File: src/rtl/pwm_multi_duty_ctrl.sv
// Multi-channel PWM: button-stepped duty per channel, one shared prescaled period counter,
// duty applied at period boundaries. Define PWM_MULTI_DUTY_CTRL_DEBOUNCE_EN to debounce the buttons.
module pwm_multi_duty_ctrl #(
  parameter int WIDTH      = 8,
  parameter int NUM_CH     = 2,
  parameter int STEP       = 16,
  parameter int PRESCALE   = 1,
  parameter int RESET_DUTY = 128,
  parameter int DB_CYCLES  = 4,
  localparam int CH_W      = (NUM_CH > 1) ? $clog2(NUM_CH) : 1
) (
  input  logic              clk,
  input  logic              rst_n,
  input  logic              increase_duty_in,
  input  logic              decrease_duty_in,
  input  logic [CH_W-1:0]   ch_sel,
  output logic [NUM_CH-1:0] pwm_out,
  output logic              period_start,
  output logic [WIDTH:0]    duty_rd
);

  localparam int PS_W = (PRESCALE > 1) ? $clog2(PRESCALE) : 1;
  localparam logic [PS_W-1:0]  PS_LAST  = PS_W'(PRESCALE - 1);
  localparam logic [WIDTH+1:0] DUTY_MAX = {2'b01, {WIDTH{1'b0}}};
  localparam logic [WIDTH+1:0] STEP_X   = (WIDTH + 2)'(STEP);
  localparam logic [WIDTH:0]   RST_D    = (WIDTH + 1)'(RESET_DUTY);

  if (NUM_CH < 1 || NUM_CH > 8 || PRESCALE < 1 || STEP < 1 || STEP > (1 << WIDTH) ||
      RESET_DUTY < 0 || RESET_DUTY > (1 << WIDTH) || DB_CYCLES < 1) begin : g_bad_param
    $error("pwm_multi_duty_ctrl: parameter out of range");
  end

  // bit 0 = increase button, bit 1 = decrease button
  logic [1:0] w_btn_raw;
  logic [1:0] r_sync1;
  logic [1:0] r_sync2;
  logic [1:0] w_btn_lvl;
  logic [1:0] r_btn_prev;
  logic [1:0] w_btn_pulse;
  logic       w_inc;
  logic       w_dec;
  logic       w_step_en;

  assign w_btn_raw = {decrease_duty_in, increase_duty_in};

  always_ff @(posedge clk or negedge rst_n) begin
    if (!rst_n) begin
      r_sync1 <= '0;
      r_sync2 <= '0;
    end else begin
      r_sync1 <= w_btn_raw;
      r_sync2 <= r_sync1;
    end
  end

`ifdef PWM_MULTI_DUTY_CTRL_DEBOUNCE_EN
  localparam int DB_W = (DB_CYCLES > 1) ? $clog2(DB_CYCLES) : 1;
  localparam logic [DB_W-1:0] DB_LOAD = DB_W'(DB_CYCLES - 1);

  logic [1:0]      r_db_lvl;
  logic [DB_W-1:0] r_db_cnt [2];

  // Down-counter reloads while the level agrees; the level flips when it expires.
  always_ff @(posedge clk or negedge rst_n) begin
    if (!rst_n) begin
      r_db_lvl <= '0;
      for (int b = 0; b < 2; b++) r_db_cnt[b] <= DB_LOAD;
    end else begin
      for (int b = 0; b < 2; b++) begin
        if (r_sync2[b] == r_db_lvl[b]) begin
          r_db_cnt[b] <= DB_LOAD;
        end else if (r_db_cnt[b] == '0) begin
          r_db_lvl[b] <= r_sync2[b];
          r_db_cnt[b] <= DB_LOAD;
        end else begin
          r_db_cnt[b] <= r_db_cnt[b] - 1'b1;
        end
      end
    end
  end

  assign w_btn_lvl = r_db_lvl;
`else
  assign w_btn_lvl = r_sync2;
`endif

  always_ff @(posedge clk or negedge rst_n) begin
    if (!rst_n) r_btn_prev <= '0;
    else        r_btn_prev <= w_btn_lvl;
  end

  assign w_btn_pulse = w_btn_lvl & ~r_btn_prev;
  assign w_inc       = w_btn_pulse[0];
  assign w_dec       = w_btn_pulse[1];
  assign w_step_en   = w_inc ^ w_dec;

  logic [PS_W-1:0]  r_presc;
  logic [WIDTH-1:0] r_cnt;
  logic [PS_W-1:0]  w_presc_nxt;
  logic [WIDTH-1:0] w_cnt_nxt;
  logic             w_tick;
  logic             w_wrap;
  logic             r_period_start;

  assign w_tick      = (r_presc == PS_LAST);
  assign w_wrap      = w_tick && (r_cnt == '1);
  assign w_presc_nxt = w_tick ? '0 : r_presc + 1'b1;
  assign w_cnt_nxt   = w_tick ? r_cnt + 1'b1 : r_cnt;

  // period_start is registered from the next counter state so it stays low during reset.
  always_ff @(posedge clk or negedge rst_n) begin
    if (!rst_n) begin
      r_presc        <= '0;
      r_cnt          <= '0;
      r_period_start <= 1'b0;
    end else begin
      r_presc        <= w_presc_nxt;
      r_cnt          <= w_cnt_nxt;
      r_period_start <= (w_cnt_nxt == '0) && (w_presc_nxt == '0);
    end
  end

  function automatic logic [WIDTH:0] f_step(input logic [WIDTH:0] pend, input logic up);
    logic [WIDTH+1:0] ext;
    logic [WIDTH+1:0] res;
    ext = {1'b0, pend};
    if (up) res = ((ext + STEP_X) > DUTY_MAX) ? DUTY_MAX : ext + STEP_X;
    else    res = (ext < STEP_X) ? '0 : ext - STEP_X;
    return (WIDTH + 1)'(res);
  endfunction

  logic [WIDTH:0]    r_duty_pend [NUM_CH];
  logic [WIDTH:0]    r_duty_act  [NUM_CH];
  logic [NUM_CH-1:0] r_pwm;

  always_ff @(posedge clk or negedge rst_n) begin
    if (!rst_n) begin
      for (int i = 0; i < NUM_CH; i++) begin
        r_duty_pend[i] <= RST_D;
        r_duty_act[i]  <= RST_D;
      end
      r_pwm <= '0;
    end else begin
      for (int i = 0; i < NUM_CH; i++) begin
        if (w_step_en && (ch_sel == CH_W'(i))) r_duty_pend[i] <= f_step(r_duty_pend[i], w_inc);
        if (w_wrap) r_duty_act[i] <= r_duty_pend[i];
        r_pwm[i] <= ({1'b0, r_cnt} < r_duty_act[i]);
      end
    end
  end

  always_comb begin
    duty_rd = '0;
    for (int i = 0; i < NUM_CH; i++) begin
      if (ch_sel == CH_W'(i)) duty_rd = r_duty_pend[i];
    end
  end

  assign pwm_out      = r_pwm;
  assign period_start = r_period_start;

endmodule

File: config.mk
export PLATFORM = sky130hd
export DESIGN_NAME = pwm_multi_duty_ctrl
export DESIGN_NICKNAME = d
export VERILOG_FILES = /design/src/rtl/pwm_multi_duty_ctrl.sv
export SDC_FILE = /design/constraint.sdc
export NUM_CORES = 1
export LEC_CHECK = 0
export ABC_CLOCK_PERIOD_IN_PS = 1800
export BUFFER_PORTS_ARGS = -buffer_cell sky130_fd_sc_hd__buf_2
export CAP_MARGIN = 20
export CORE_ASPECT_RATIO = 0.6
export CORE_UTILIZATION = 54
export DETAILED_ROUTE_END_ITERATION = 10
export PLACE_DENSITY = 0.73
export REMOVE_ABC_BUFFERS = 1
export SETUP_SLACK_MARGIN = 0.02
export SYNTH_ARGS = -nofsm -noshare
export SYNTH_HDL_FRONTEND = slang
export SYNTH_SLANG_ARGS = --single-unit
File: constraint.sdc
create_clock -name clk -period 1.8 [get_ports clk]
set_input_delay 0.09 -clock clk [delete_from_list [all_inputs] [get_ports clk]]
set_output_delay 0.09 -clock clk [all_outputs]
set_load 0.01 [all_outputs]
# Word level (Yosys, flattened, before mapping)

Cells that the tools add are included.

Reduce and logical (&&, ||, !) cells: 5
Multiplexer cells: 9
Bitwise logic cells: 6
Eq/ne operators: 1
$lt $le $gt $ge: 6
Add/subtract/negate cells: 6

Operators by type and width:

| operator                                                        | count |
|---|---|
| 2-to-1 mux 9 bit                                                | 7 |
| adder 9 x 5 -> 10 bit (second input constant)                   | 2 |
| greater-than comparator 10 x 9 -> 1 bit (second input constant) | 2 |
| less-than comparator 8 x 9 -> 1 bit                             | 2 |
| less-than comparator 9 x 5 -> 1 bit (second input constant)     | 2 |
| subtractor 9 x 5 -> 9 bit (second input constant)               | 2 |
| adder 8 x 1 -> 8 bit (second input constant)                    | 1 |
| equality test 8 bit (second input constant)                     | 1 |
| logical NOT 8 bit                                               | 1 |
| 2-to-1 mux 8 bit                                                | 1 |
| logical AND 1 bit                                               | 4 |
| inverter 1 bit                                                  | 3 |
| bitwise AND 2 bit                                               | 1 |
| inverter 2 bit                                                  | 1 |
| adder 1 bit (second input constant)                             | 1 |
| 2-to-1 mux 1 bit                                                | 1 |
| bitwise XOR 1 bit                                               | 1 |

Bits of input ports: 5
Output and inout bits: 12
Bits in registers: 54
Logic and storage cells: 44

# Longest topological paths before layout

Depth in word-level cells: 4
Mapped depth: 7
Gate-level depth less buffers: 7

# Worst setup path before layout

OpenSTA, ideal clock, no wires.

Path type: register to register
Start point: reg r_duty_pend[13] (netlist name)
End point: reg r_duty_pend[15] (netlist name)
Buffers on the path: 0
Arrival time: 1.803 ns
Required time: 1.661 ns
Path slack: -0.142 ns
Cell stages (with the launch flop): 7
Path through: dfrtp_1 ha_1 or3b_1 a21oi_2 o41ai_4 nor4b_1 or4_1

Word-level cells in the longest chain between the ends: 4
Elaborated cells on any way between the ends: 7
Those cells by class: add/sub (2); order compare (2); mux (3)

Ends and longest elaborated chain:

| what                                    | line | text |
|---|---|---|
| from (decl)                             | 132  | `logic [WIDTH:0] r_duty_pend [NUM_CH];` |
| from (signal, indexed assignment)       | 145  | `if (w_step_en && (ch_sel == CH_W'(i))) r_duty_pend[i] <= f_step(r_duty_pend[i], w_inc);` |
| adder 9 x 5 -> 10 bit                   | 127  | `if (up) res = ((ext + STEP_X) > DUTY_MAX) ? DUTY_MAX : ext + STEP_X;` |
| greater-than comparator 10 x 9 -> 1 bit | 127  |  |
| 2-to-1 mux 9 bit                        | 127  |  |
| 2-to-1 mux 9 bit *                      | 127  |  |

Every way passes the cells marked *; elsewhere a longest branch is shown, timed or not.
A chain may end at the register's enable or synchronous reset.

# Worst setup path in the final report

Ends and elaborated chain as after synthesis.

==> impl_metrics.toml <==
[sta]
setup_viol = 4
hold_viol_final = 0
relSlewSlack = 0.4436
fin_ws_ns = -0.2558
worst_pin_slew_ns = 0.8346
fmax_mhz = 486.4
hold_slack_ns = 0.2914
fin_crit_ns = 2.056
skew_ns = 0.007512
finalCritPeriodShare = 1.142
maxSlewViolCount = 0
rsz0062_at_grt = "yes"

[hold_path]
hp-class = "input port to flop"
holdPathEnd = "r_duty_pend[8]$_DFFE_PN0P_"
hold_path_depth = 3
min-delay-start = "ch_sel"

[yosys]
synthTopCellsByCount = "dfrtp_1 (33), nand2_1 (21), o21ai_0 (20)"
netlist_instances = 237
yosysTopAreaCell = "dfrtp_1"
ys_seq_area_frac = 0.4227
synth-edff-count = 0
synth_seq_cells = 37
synth_area_sq_um = 2202
async_flop_share = 1.000
ys_warn_count = 0
synthFlopType = "dfrtp_1"
synth_cell_types = 53
syn_avg_cell_area_sq_um = 9.292
yosysMostFrequentCell = "dfrtp_1"
synth_top_area_frac = 0.3750
synth_area_leaders = "dfrtp_1 (38%), ha_1 (8.5%), dfstp_2 (4.8%)"

[worst_setup_path]
reg2regPathDepth = 7
reg2reg_to = "r_duty_pend[15]$_DFFE_PN0P_"
cp-start-kind = "flop"
crit_fanout = 4
required_ns = 1.95
r2r_start = "r_duty_pend[13]$_DFFE_PN0P_"
slowest_stage = "or4_1"
r2r_slack_ns = -0.26
max_stage_delay_ns = 0.52
endpoint_kind = "flop"
crit_chain = "ha_2 > buf_6 > nand2_4 > nor2_4 > o41ai_4 > nor4b_2 > or4_1"
crit_arrival_ns = 2.20
path_class = "flop to flop"

[clock_network]
htree_levels = 2
clockBufferDepth = 2
cts.reportedPaths.clkPinSlew_ns = 0.07
clock-sinks = 37
clk_latency_ns = 0.28
root_buffer = "clkbuf_8"
cts_made_buffers = 5
cts_tree = "yes"

[placement]
place.gp.congestion = 0.8812
dp_hpwl_microns = 3499
port_buffers = 12

[power_and_ir_drop]
power_mw = 3.451
ir_drop_uv = 700.0
leakagePower_nw = 1.250
power_density_nw_per_um2 = 1240

[detailed_routing]
drc = 2
drtAntennaViolNets = 0
met1_length_microns = 2597
drt_pass1_iterations = 7
wl_per_cell_microns = 14.94
wl_microns = 4960
routed-wl-met3_microns = 137
dr_total_vias = 1817
viasPerCell = 5.473
drtIter0Drc = 103
wl_met2_microns = 2183
dr.max_layer_used = "met4"

[global_route]
first_global_vias = 1736
grt_pass1_wl_microns = 8266
grt_max_degree = 38
grt_usage = 0.2543
grt.overflow.total = 0
antenna_found_initial = 0

[layout]
syn_to_final_growth_pct = 26.36
final_util = 0.7350
num-nets-final = 304
num_antenna_cells = 0
layout-drive-gt1-share = 0.3298

[run_status]
violations = "design-rule violations, negative setup slack"
status = "finished with violations"

[floorplan]
rows = 17
dieArea_sq_um = 4346
coreArea_sq_um = 3786
initial_core_util = 0.5816
ios = 17
fp.dieH_microns = 51.47
fp.dieW_microns = 84.44

[flow_run]
cap_viol_max_count = 0
-- area by class of cell --
| type | count | area [sq um] |
|---|---|---|
| clock buffers | 6 | 72.57 |
| clock inverters | 2 | 10.01 |
| flip-flops and latches | 37 | 932.1 |
| repair buffers | 57 | 414.1 |
| well taps | 47 | 58.81 |
| inverters | 17 | 63.81 |
| fillers | 281 | 1003 |
| multi-input cells | 166 | 1231 |
-- layer usage --
layer | track usage | up-vias
met2 | 0.4057 | 26
li1 | - | 916
met3 | 0.05331 | 6
met4 | 0.04237 | 0
met5 | 0 | -
met1 | 0.3666 | 869
-- state kept, by name (all words and copies together) (netlist names) --
signal,cells
r_duty_pend,10
r_btn_prev,2
r_cnt,8
pwm_out,2
r_sync1,2
r_duty_act,10
r_sync2,2
period_start,1
-- layout by cell type (no fill, tap or decap), types with 4 or more instances in the layout --
master / n
dfstp_2: 4
conb_1: 4
a21oi_1: 12
nand3_1: 8
ha_1: 12
mux2_2: 4
o21ai_0: 19
xnor2_1: 5
nand2b_1: 5
nor2_1: 13
buf_2: 13
clkbuf_8: 5
nor4_1: 4
nand2_1: 20
buf_4: 38
dfrtp_1: 32
inv_1: 17
-- critical path: cells and delay by family, from the launching register on --
kind | cells | cell delay (ns)
buffers and inverters | 1 | 0.13
adder cells (fa/ha/maj) | 1 | 0.23
AO/OA/AOI/OAI | 1 | 0.44
AND/OR/NAND/NOR | 4 | 0.71
flip-flops | 1 | 0.42
-- worst max path at each step --
stage                                            from                     endpoint  slack, ns  cells past startpoint
after CTS                 r_duty_pend[13]$_DFFE_PN0P_  r_duty_pend[15]$_DFFE_PN0P_      -0.24                      7
after detailed placement  r_duty_pend[13]$_DFFE_PN0P_  r_duty_pend[15]$_DFFE_PN0P_      -0.29                      6
final                     r_duty_pend[13]$_DFFE_PN0P_  r_duty_pend[15]$_DFFE_PN0P_      -0.26                      7
after global placement    r_duty_pend[13]$_DFFE_PN0P_  r_duty_pend[15]$_DFFE_PN0P_      -0.19                      6
after floorplan           r_duty_pend[13]$_DFFE_PN0P_  r_duty_pend[15]$_DFFE_PN0P_      -0.33                      6
after global routing      r_duty_pend[13]$_DFFE_PN0P_  r_duty_pend[15]$_DFFE_PN0P_      -0.32                      7
-- logic make-up (layout without fill, tap and decap cells) --
kind of cell,Yosys count,count (layout),synth area share
AND/OR/NAND/NOR,75,75,0.1778
flip-flops,37,37,0.4227
adder cells (fa/ha/maj),15,15,0.08523
buffers and inverters,37,82,0.07557
AO/OA/AOI/OAI,60,60,0.1807
other,1,4,0.001703
XOR/XNOR,7,7,0.03125
multiplexers,5,5,0.02500
-- stage by stage --
stage / TNS [ns] / std cells / cell area [sq um] / setup slack [ns]
final: -0.6958 / 332 / 2783 / -0.2558
after global routing: -0.9895 / 332 / 2783 / -0.3201
after CTS: -0.6167 / 329 / 2711 / -0.2362
after detailed placement: -0.5735 / 313 / 2485 / -0.2850
after global placement: -0.3238 / 313 / 2485 / -0.1928
after floorplan: -0.5077 / 220 / 2111 / -0.3311
-- where the power goes --
| part | internal, mW | total (mW) | leakage, nW | switching (mW) |
|---|---|---|---|---|
| clock | 0.269 | 0.561 | 0.0450 | 0.293 |
| combinational | 0.854 | 1.76 | 0.747 | 0.906 |
| sequential | 0.956 | 1.13 | 0.458 | 0.173 |
| total | 2.08 | 3.45 | 1.25 | 1.37 |
-- repair_timing --
action / in CTS / in global routing
pin swaps: 13 / 10
setup buffers: 5 / 2
gates resized for setup: 17 / 11
cloned: 0 / 1
endpoints found under the setup margin: 6 / 14
hold buffers: 3 / 0
endpoints found under the hold margin: 35 / 0
Power figures use the tool's default switching activity.
